`src/rtl/nabp_sinogram_arbiter.sv`:
```
// Round-robin arbiter sharing the single sinogram read port among NUM_REQ NABP lanes.
// Optional conflict counter output when NABP_SG_ARB_STATS_EN is defined.

module nabp_sg_arb_lane #(
  parameter int LW  = 2,
  parameter int IDX = 0
) (
  input  logic          gnt_any,
  input  logic [LW-1:0] gnt_idx,
  input  logic          tag_vld,
  input  logic [LW-1:0] tag_lane,
  output logic          ready,
  output logic          resp_hit
);
  assign ready    = gnt_any && (gnt_idx == LW'(IDX));
  assign resp_hit = tag_vld && (tag_lane == LW'(IDX));
endmodule

module nabp_sinogram_arbiter #(
  parameter int NUM_REQ     = 4,
  parameter int ADDR_WIDTH  = 15,
  parameter int DATA_WIDTH  = 12,
  parameter int RAM_LATENCY = 1
) (
  input  logic                          clk,
  input  logic                          reset_n,
  input  logic                          flush,
  input  logic [NUM_REQ-1:0]            req_valid,
  input  logic [NUM_REQ*ADDR_WIDTH-1:0] req_addr,
  output logic [NUM_REQ-1:0]            req_ready,
  output logic [ADDR_WIDTH-1:0]         sg_addr,
  input  logic [DATA_WIDTH-1:0]         sg_val,
  output logic [NUM_REQ-1:0]            resp_valid,
  output logic [DATA_WIDTH-1:0]         resp_val,
  output logic                          busy
`ifdef NABP_SG_ARB_STATS_EN
  ,
  output logic [15:0]                   stat_conflicts
`endif
);
  localparam int LW     = $clog2(NUM_REQ);
  localparam int STAGES = RAM_LATENCY;

  logic [NUM_REQ-1:0][ADDR_WIDTH-1:0] lane_addr;
  logic [LW-1:0]                      ptr_q, ptr_d;
  logic [ADDR_WIDTH-1:0]              sg_addr_q, sg_addr_d;
  logic [STAGES:0]                    vld_pipe_q, vld_pipe_d;
  logic [STAGES:0][LW-1:0]            lane_pipe_q, lane_pipe_d;
  logic [NUM_REQ-1:0]                 resp_valid_q, resp_valid_d;
  logic [DATA_WIDTH-1:0]              resp_val_q, resp_val_d;
  logic [NUM_REQ-1:0]                 resp_hit;
  logic                               gnt_any;
  logic [LW-1:0]                      gnt_idx;
  logic [LW:0]                        cand;
  logic                               tag_out;

  assign lane_addr = req_addr;

  // Rotating search from ptr; flush masks every grant.
  always_comb begin
    gnt_any = 1'b0;
    gnt_idx = '0;
    cand    = '0;
    for (int k = 0; k < NUM_REQ; k++) begin
      cand = {1'b0, ptr_q} + (LW+1)'(k);
      if (cand >= (LW+1)'(NUM_REQ)) cand = cand - (LW+1)'(NUM_REQ);
      if (!gnt_any && req_valid[cand[LW-1:0]]) begin
        gnt_any = 1'b1;
        gnt_idx = cand[LW-1:0];
      end
    end
    if (flush) gnt_any = 1'b0;
  end

  assign tag_out = vld_pipe_q[STAGES] && !flush;

  genvar gi;
  generate
    for (gi = 0; gi < NUM_REQ; gi++) begin : g_lane
      nabp_sg_arb_lane #(.LW(LW), .IDX(gi)) u_lane (
        .gnt_any  (gnt_any),
        .gnt_idx  (gnt_idx),
        .tag_vld  (tag_out),
        .tag_lane (lane_pipe_q[STAGES]),
        .ready    (req_ready[gi]),
        .resp_hit (resp_hit[gi])
      );
    end
  endgenerate

  always_comb begin
    ptr_d = ptr_q;
    if (flush)
      ptr_d = '0;
    else if (gnt_any)
      ptr_d = (gnt_idx == LW'(NUM_REQ-1)) ? '0 : gnt_idx + LW'(1);

    sg_addr_d = gnt_any ? lane_addr[gnt_idx] : sg_addr_q;

    // Tag stage 0 lines up with sg_addr; the last stage lines up with sg_val.
    vld_pipe_d     = '0;
    lane_pipe_d    = '0;
    vld_pipe_d[0]  = gnt_any;
    lane_pipe_d[0] = gnt_idx;
    for (int s = 1; s <= STAGES; s++) begin
      vld_pipe_d[s]  = vld_pipe_q[s-1];
      lane_pipe_d[s] = lane_pipe_q[s-1];
    end
    if (flush) vld_pipe_d = '0;

    resp_valid_d = resp_hit;
    resp_val_d   = tag_out ? sg_val : resp_val_q;
  end

  always_ff @(posedge clk or negedge reset_n) begin
    if (!reset_n) begin
      ptr_q        <= '0;
      sg_addr_q    <= '0;
      vld_pipe_q   <= '0;
      lane_pipe_q  <= '0;
      resp_valid_q <= '0;
      resp_val_q   <= '0;
    end else begin
      ptr_q        <= ptr_d;
      sg_addr_q    <= sg_addr_d;
      vld_pipe_q   <= vld_pipe_d;
      lane_pipe_q  <= lane_pipe_d;
      resp_valid_q <= resp_valid_d;
      resp_val_q   <= resp_val_d;
    end
  end

  assign sg_addr    = sg_addr_q;
  assign resp_valid = resp_valid_q;
  assign resp_val   = resp_val_q;
  assign busy       = (|req_valid) | (|vld_pipe_q);

`ifdef NABP_SG_ARB_STATS_EN
  logic [15:0] stat_q, stat_d;
  logic        multi;

  // Two or more bits set iff clearing the lowest set bit leaves something.
  assign multi = |(req_valid & (req_valid - NUM_REQ'(1)));

  always_comb begin
    stat_d = stat_q;
    if (flush)
      stat_d = '0;
    else if (multi && stat_q != 16'hFFFF)
      stat_d = stat_q + 16'd1;
  end

  always_ff @(posedge clk or negedge reset_n) begin
    if (!reset_n) stat_q <= '0;
    else          stat_q <= stat_d;
  end

  assign stat_conflicts = stat_q;
`endif
endmodule
```
`config.mk`:
```
export PLATFORM = sky130hd
export DESIGN_NAME = nabp_sinogram_arbiter
export DESIGN_NICKNAME = d
export VERILOG_FILES = /design/src/rtl/nabp_sinogram_arbiter.sv
export SDC_FILE = /design/constraint.sdc
export NUM_CORES = 1
export LEC_CHECK = 0
export BUFFER_PORTS_ARGS = -buffer_cell sky130_fd_sc_hd__buf_2
export CAP_MARGIN = 20
export CORE_ASPECT_RATIO = 1.25
export CORE_MARGIN = 3
export CORE_UTILIZATION = 40
export CTS_CLUSTER_DIAMETER = 80
export DETAILED_ROUTE_END_ITERATION = 10
export PLACE_DENSITY_LB_ADDON = 0.12
export SYNTH_ARGS = -nofsm -noshare
export SYNTH_HDL_FRONTEND = slang
export SYNTH_SLANG_ARGS = --single-unit
export TNS_END_PERCENT = 1
```
`constraint.sdc`:
```
create_clock -name clk -period 2.1 [get_ports clk]
set_clock_uncertainty 0.2 [all_clocks]
set_input_delay 0.21 -clock clk [delete_from_list [all_inputs] [get_ports clk]]
set_output_delay 0.21 -clock clk [all_outputs]
set_load 0.05 [all_outputs]
```
### Word level (Yosys, flattened, before mapping)

Index checks and enable logic that the tools add are counted.

* register bits: 39
* input bits: 79
* word-level logic and storage cells: 79

* add/sub/neg operators: 8
* $lt $le $gt $ge: 9
* equal/unequal tests: 6
* mux-type cells: 27
* bitwise operators: 1
* reduce and logical (&&, ||, !) cells: 21

Operators with widths (number)
* 15-bit binary-select mux with 2-bit select: 1
* 2-bit two-way mux: 12
* 2-bit by 3-bit less-than comparator with 1-bit output, second input constant: 5
* 15-bit two-way mux: 1
* 1-bit logical AND: 12
* 3-bit greater-or-equal comparator, second input constant: 3
* 1-bit two-way mux: 9
* 1-bit binary-select mux with 2-bit select: 4
* 2-bit == test, second input constant: 4
* 2-bit by 1-bit subtractor with 2-bit output, second input constant: 4
* 2-bit by 2-bit adder with 3-bit output, second input constant: 2
* 2-bit by 1-bit == test with 1-bit output, second input constant: 2
* 1-bit logical NOT: 4
* 2-bit logical NOT: 2
* 4-bit OR reduction: 1
* 2-bit by 1-bit adder with 3-bit output, second input constant: 1
* 2-bit by 3-bit greater-or-equal comparator with 1-bit output, second input constant: 1
* 2-bit by 1-bit adder with 2-bit output, second input constant: 1
* 2-bit nonzero test: 1
* 2-bit OR reduction: 1
* 1-bit OR: 1

### Depth between registers and ports, before layout

Gate-level depths: netlist of run 1.

* word-level depth: 18
* depth in mapped cells: 8

### By module

From an unflattened synthesis of run 1, not the netlist that was laid out.

* cell total of the unflattened synthesis: 190
* area, all modules: 2059.5 um^2

By module, submodules not included
* nabp_sinogram_arbiter: times used 1, cells each 182, area each 1986.9 um^2, sequential area each 975.9 um^2
* nabp_sg_arb_lane (g_lane[1].u_lane ...): times used 2, cells each 2, area each 17.5 um^2, sequential area each 0.0 um^2
* nabp_sg_arb_lane (g_lane[0].u_lane): times used 1, cells each 2, area each 25.0 um^2, sequential area each 0.0 um^2
* nabp_sg_arb_lane (g_lane[3].u_lane): times used 1, cells each 2, area each 12.5 um^2, sequential area each 0.0 um^2

### Worst setup path before layout of run 1

Ideal clock, no wire load.

* path kind: reg-to-reg
* from: register ptr_q[1]
* to: register ptr_q[0]
* setup time: 0.077 ns
* arrival: 1.754 ns
* setup slack: 0.069 ns
* stages on the path, launching flop included: 8
* path buffers: 1
* period minus slack after synthesis: 2.031 ns
* cells stage by stage: dfrtp_1 nand2b_1 a21o_1 clkbuf_1 and2_1 ha_1 or3_1 a21oi_1

* longest elaborated chain between the ends: 18
* elaborated cells on any way between the ends: 44
* classes of those cells: add/sub (8); order compare (4); eq/ne (1); mux (24); reduce/logical (7)

Ends and longest elaborated chain
* start: declaration: line 45 `logic [LW-1:0] ptr_q, ptr_d;`
* start signal: assignment: line 124 `ptr_q <= ptr_d;`
* parallel branches: the longest is 18 deep, another holds 2-bit by 1-bit adder with 3-bit output

Several ways; the timed one is not identified. The select of a mux whose other input is x is not followed.
A chain may end at the register's enable or synchronous reset.

### Worst setup path in the final report of run 1

* from: register ptr_q[1]
* to: output port req_ready[2]

* longest elaborated chain between the ends: 16
* elaborated cells on any way between the ends: 40
* classes of those cells: add/sub (7); order compare (4); eq/ne (1); mux (21); reduce/logical (7)

Ends and longest elaborated chain
* parallel branches: the longest is 13 deep, another holds 2-bit by 1-bit adder with 3-bit output
* 2-bit two-way mux *: line 67 `if (!gnt_any && req_valid[cand[LW-1:0]]) begin`
* named net g_lane[0].u_lane.gnt_idx[0]: line 9 `input logic [LW-1:0] gnt_idx,`
* 2-bit == test *: line 15 `assign ready = gnt_any && (gnt_idx == LW'(IDX));`
* 1-bit logical AND *: line 15
* end: declaration: line 30 `output logic [NUM_REQ-1:0] req_ready,`

Mark *: on every way through the listed nets, which the timed path passes. The select of a mux whose other input is x is not followed.

==> impl_results.md, run 1 <==
- Post-place setup slack: -0.0165 ns
- Max clock buf depth: 2
- Yosys cell types: 35
- CTS H-tree lvls: 2
- Residual DRC: 0
- Post-route setup TNS: -0.461 ns
- Layout fillers: ~410
- Post-synthesis cell count: 199
- Asr flop ratio synth: 1.00
- Vias/cell: 4.93
- Syn Nets: 281
- Initial Util: 0.428
- Logic pwr share: 0.424
- Cell Pwr Density: about 950 nW/um^2
- Routed WL: 5620 um
- Hold Path Class: in2reg
- Largest net degree at the start of global routing: 31
- Avg Inst Size Synth: 10.5 sq um
- Synthesized area: 2080 sq um
- Dominant synthesized flop cell: dfrtp_1
- Seq/Total Area, Yosys: 0.468
- Initial drt markers: 54
- Req. time, crit path: 1.69 ns
- Internal power: about 1.8 mW
- DRT antenna net count: 0
- Vias in the first global route: ~2000
- Clock Latency Late Sink: 0.29 ns
- Worst Path Max Fanout: 5
- Final setup violation count: 3
- Total power: roughly 3.0 mW
- Die height: approximately 87 um
- Fmax: 0.438 GHz
- Finished Cell Area: 3140 sq um
- Row cnt: 28
- Final net count: 415
- Slew Viols, Final: 0
- Warnings, synthesis: 0
- CTS root buffer: clkbuf_8
- Final WS setup: -0.182 ns
- Fin cells: about 390
- RSZ-0062 raised after global routing: yes
- Final Util: 0.645
- Hold Worst Slack: 0.0244 ns
- Slew @ Worst Pin: 0.743 ns
- # Max-Cap Violations: 0
- Number of hold violations in the final report: 0
- Reg area: 977 sq um
- I/O pin total: 115
- CTS tree: yes
- Routed length per instance: 14.3 um
- Syn-to-layout area delta: 50.7%
- Total GRT Usage: 0.197
- Peak supply drop: 0.466 mV
- Post-synth EDFFs: 0
- Rel. slew slack: 0.502
- Crit. End Element: output pin
- Reg clk slew, reported paths: 0.08 ns
- Worst Path Arrival: 1.87 ns
- Status: complete, but fails checks
- Core area: 4870 sq um
- Register share of total power: 0.328
- IO buf count: 114
- Cell Area, Placed: 2730 sq um
- Fin crit period: 2.28 ns
- Clock Power Share: 0.248
- Dpl hpwl: 4240 um
- P_sw: 1.16 mW
- Sink Count: 39
- Setup crit start kind: flip-flop
- Die width: around 70 um
- Overflow left after global routing: 0
- Num CTS Buffers: 5
- Layout cells sized above 1: 0.497
- Placed Instances: 368
- Final worst-path cycle share: 1.09
- Switching Share: 0.390
- Yosys reg bits: 39
- Area of the multi-input gates: 1050 sq um
- Vias: 1943
- ANT cells: 0
- Violated checks: setup timing
- Initial DRT Pass Iterations: 4
- Initial antenna violation count: 0
- DIE AREA: around 6100 sq um
- LEAKAGE: 1.62 nW
- First-pass GRT wire length: about 9500 um
- WS Path Type: reg2out
- Routability cong.: between 0.8 and 0.9
## critical path, stage by stage (launching register included)
cell,delay [ns]
dfrtp_2,0.45
buf_6,0.14
mux2i_4,0.18
a2bb2oi_4,0.16
and2_4,0.19
inv_4,0.04
ha_4,0.14
and2_4,0.13
buf_8,0.14
## cell type report
type / count / area share
clock buffer: 6 / 0.0231
clock inverter: 2 / 0.0191
inverter: 3 / 0.00518
multi-input combinational: 140 / 0.336
sequential: 39 / 0.311
tap: 60 / 0.0239
timing repair buffer: 144 / 0.281
## power by group through the flow
stage               logic, mW  clock network (mW)  registers, mW
floorplan               0.400                   0           1.43
global placement         1.16                   0          0.981
detailed placement       1.17                   0          0.990
CTS                      1.25               0.756          0.977
global route             1.36               0.795           1.00
finish                   1.27               0.740          0.978
## per-layer routing
metal / vias to the layer above / part of all wire / GRT usage
met5: - / 0 / 0
met4: 0 / 0.016 / 0.0786
met3: 8 / 0.074 / 0.0452
met2: 82 / 0.51 / 0.351
met1: 877 / 0.40 / 0.227
li1: 976 / - / -
## repair_timing
action                                  CTS  global route
hold buffers                             14             0
pin swaps                                 4             3
gates resized for setup                  22             5
endpoints found under the hold margin    33             0
endpoints found under the setup margin    5            20
buffers inserted                          4             0
## Yosys cell counts, types with 2 or more instances
library cell   n  area (sq um)
a21boi_0      15           113
nor3b_1        2          15.0
mux2i_1       16           160
a211oi_1       2          15.0
mux2_2        12           135
and2_1         4          25.0
nand2b_1       2          12.5
ha_1           3          37.5
nor2_1         5          18.8
buf_4          5          37.5
dfrtp_1       39           976
nor2b_1        2          12.5
o21ai_1        3          15.0
nand2_1       19          71.3
and3_1        16           100
clkbuf_1       7          26.3
buf_2          3          15.0
or3_1          2          12.5
o211ai_1      15           113
o21ai_0       12          60.1
## state kept, by name, summed over array words and instances, names as in the netlist
name and flops:
lane_pipe_d 2, lane_pipe_q 2, sg_addr 15, resp_val 12
vld_pipe_q 2, ptr_q 2, resp_valid 4
## logic make-up (layout without fill, tap and decap cells)
logic type / after synthesis / count (layout) / share of synthesized area
buffers and inverters: 20 / 155 / 0.0535
adders and majority gates: 3 / 3 / 0.0180
and+or+nand+nor: 59 / 59 / 0.154
DFF: 39 / 39 / 0.468
muxes: 28 / 28 / 0.142
AOI/OAI and AO/OA: 50 / 50 / 0.165
## final timing paths
path | endpoint | startpoint | slack [ns] | depth (start not counted)
max in group asynchronous | ptr_q[1] | reset_n | 1.01 | 3
min in group asynchronous | resp_valid[0] | reset_n | 0.16 | 2
max | req_ready[2] | ptr_q[1] | -0.18 | 8
min | sg_addr[12] | req_addr[27] | 0.02 | 3
min reg2reg | lane_pipe_q[3] | lane_pipe_d[3] | 0.16 | 0
max reg2reg | sg_addr[1] | ptr_q[1] | 0.03 | 9
## cells in the final DEF (no fill, tap or decap), types with 2 or more instances in the layout
cell           count
inv_4              2
clkbuf_8           5
or3_1              2
mux2_2            12
a21boi_0          15
dfrtp_1           38
buf_2            110
o21ai_0           12
and3_1            16
nand2b_1           2
and2_4             5
nand2_1           19
o211ai_1          15
ha_1               2
buf_6              2
o21ai_1            3
nor2_1             5
mux2i_1           15
buf_4             14
buf_8              3
bufinv_16          2
nor2b_1            2
dlygate4sd3_1     14
Note: power is estimated with default switching activity, not from simulation.
==> run 2, diff against run 1 <==
CAP_MARGIN = not set   (was 20)
CORE_UTILIZATION = 44   (was 40)
clock period = 2.12 ns   (was 2.1 ns; I/O delays follow)
==> run 2 against run 1 <==
The run still ends with setup timing left. Register-to-register slack gained 0.13 ns. Cell area shrank 2.4%. Core utilization grew 3.7 points.
==> impl_results.md, run 2 (synthesized netlist as in run 1, its figures left out) <==
- Syn-to-layout area delta: 47.1%
- Most common cell after layout, fill and taps aside: buf_2
- Reg area: 977 sq um
- Max FFs per register: 15
- Layout cells sized above 1: 0.502
- WS Path Type: reg2out
- Cell Pwr Density: 919 nW/um^2
- Slew @ Worst Pin: roughly 0.50 ns
- LEAKAGE: 1.59 nW
- Fmax: 0.459 GHz
- Fin crit period: 2.18 ns
- Worst Path Max Fanout: 6
- Internal power: 1.68 mW
- Overflow left after global routing: 0
- Crit-path cells: nor3b_2 > a211oi_2 > or2_4 > inv_4 > ha_2 > and2_4 > buf_8
- Vias in the first global route: 1979
- DIE AREA: 5600 sq um
- DRT antenna net count: 0
- Slew Viols, Final: 0
- Initial Util: 0.464
- Cell Area, Placed: between 2000 and 3000 sq um
- Rel. slew slack: 0.667
- Initial DRT Pass Iterations: 4
- P_sw: 1.14 mW
- Final setup violation count: 3
- Final WS setup: -0.0585 ns
- Clock Latency Late Sink: 0.29 ns
- Violated checks: setup timing
- Vias/cell: between 5 and 6
- Placed Instances: about 370
- Hold Worst Slack: 0.0261 ns
- Max clock buf depth: 2
- Dpl hpwl: 3980 um
- Routed WL: around 5500 um
- Status: complete, but fails checks
- Peak supply drop: 0.422 mV
- CTS root buffer: clkbuf_8
- Register share of total power: 0.345
- Area of the multi-input gates: 1040 sq um
- Core area: 4490 sq um
- Largest net degree at the start of global routing: 31
- Sink Count: 39
- Logic pwr share: 0.427
- Finished Cell Area: between 3000 and 4000 sq um
- Row cnt: 27
- CTS tree: yes
- Routability cong.: 0.881
- Reg clk slew, reported paths: roughly 0.080 ns
- Commonest non-fill, non-tap cells in the layout: 110 x buf_2, 38 x dfrtp_1, 19 x nand2_1
- Final net count: 412
- Total GRT Usage: 0.205
- Initial drt markers: 90
- Die height: 82.9 um
- Residual DRC: 0
- IO buf count: roughly 110
- Routed length per instance: 14.1 um
- Fin cells: 389
- Num CTS Buffers: 5
- First-pass GRT wire length: 8730 um
- Post-route setup TNS: -0.118 ns
- Hold Path Class: in2reg
- Req. time, crit path: 1.71 ns
- ANT cells: 0
- Slowest stage cell, crit path: dfrtp_2
- Layout fillers: 373
- # Max-Cap Violations: 0
- Clock Power Share: 0.228
- Critical path's largest stage delay: 0.46 ns
- Die width: 67.5 um
- Switching Share: 0.404
- Crit. End Element: output pin
- Setup crit start kind: flip-flop
- RSZ-0062 raised after global routing: yes
- I/O pin total: 115
- Worst Path Arrival: 1.77 ns
- Initial antenna violation count: 0
- Final Util: 0.682
- Final worst-path cycle share: 1.03
- CTS H-tree lvls: 2
- Number of hold violations in the final report: 0
- Vias: about 2000
[run 2: worst paths after layout]
path	slack, ns	from	depth (start not counted)	end
worst min-delay path	0.03	req_addr[20]	3	sg_addr[5]
worst min register to register	0.16	lane_pipe_d[3]	0	lane_pipe_q[3]
worst max-delay path	-0.06	ptr_q[1]	7	req_ready[3]
min in group asynchronous	0.17	reset_n	2	vld_pipe_q[0]
worst max register to register	0.16	ptr_q[0]	7	ptr_q[0]
max in group asynchronous	1.03	reset_n	3	sg_addr[3]
[run 2: worst max-delay path, delay by kind of cell, from the launching register on]
kind | cells | cell delay, ns
fa+ha+maj | 1 | 0.17
flops | 1 | 0.46
compound gates | 1 | 0.06
simple gates | 3 | 0.59
buf+inv | 2 | 0.20
[run 2: routing by layer]
| metal | track usage | wire length (um) |
|---|---|---|
| met1 | 0.211 | 2010 |
| met2 | 0.372 | 3030 |
| met3 | 0.0663 | 397 |
| met4 | 0.0664 | 57 |
| met5 | 0 | 0 |
[run 2: layout make-up]
class / count / area share
clock buffers: 6 / 0.0269
clock inverters: 2 / 0.0114
inverters: 3 / 0.00531
multi-input cells: 140 / 0.338
flip-flops and latches: 39 / 0.319
well taps: 58 / 0.0237
repair buffers: 141 / 0.276
[run 2: power groups by stage]
| stage | registers, mW | clock network [mW] | logic (mW) |
|---|---|---|---|
| global route | 0.991 | 0.696 | 1.28 |
| floorplan | 1.41 | 0 | 0.396 |
| detailed placement | 0.980 | 0 | 1.13 |
| global placement | 0.974 | 0 | 1.13 |
| finish | 0.972 | 0.642 | 1.20 |
| CTS | 0.969 | 0.664 | 1.20 |
[run 2: what timing repair did]
| action | CTS | global route |
|---|---|---|
| buffers inserted | 2 | 0 |
| gates resized for setup | 18 | 8 |
| hold buffers | 14 | 0 |
| endpoints found under the hold margin | 29 | 0 |
| setup endpoints to repair | 5 | 4 |
| pin swaps | 4 | 2 |
[run 2: through the flow]
stage                     worst slack (ns)  power (mW)
after floorplan                     0.0889        1.81
after global placement              0.0509        2.10
after detailed placement          -0.00629        2.11
after CTS                          -0.0620        2.83
after global routing                -0.149        2.97
final                              -0.0585        2.82
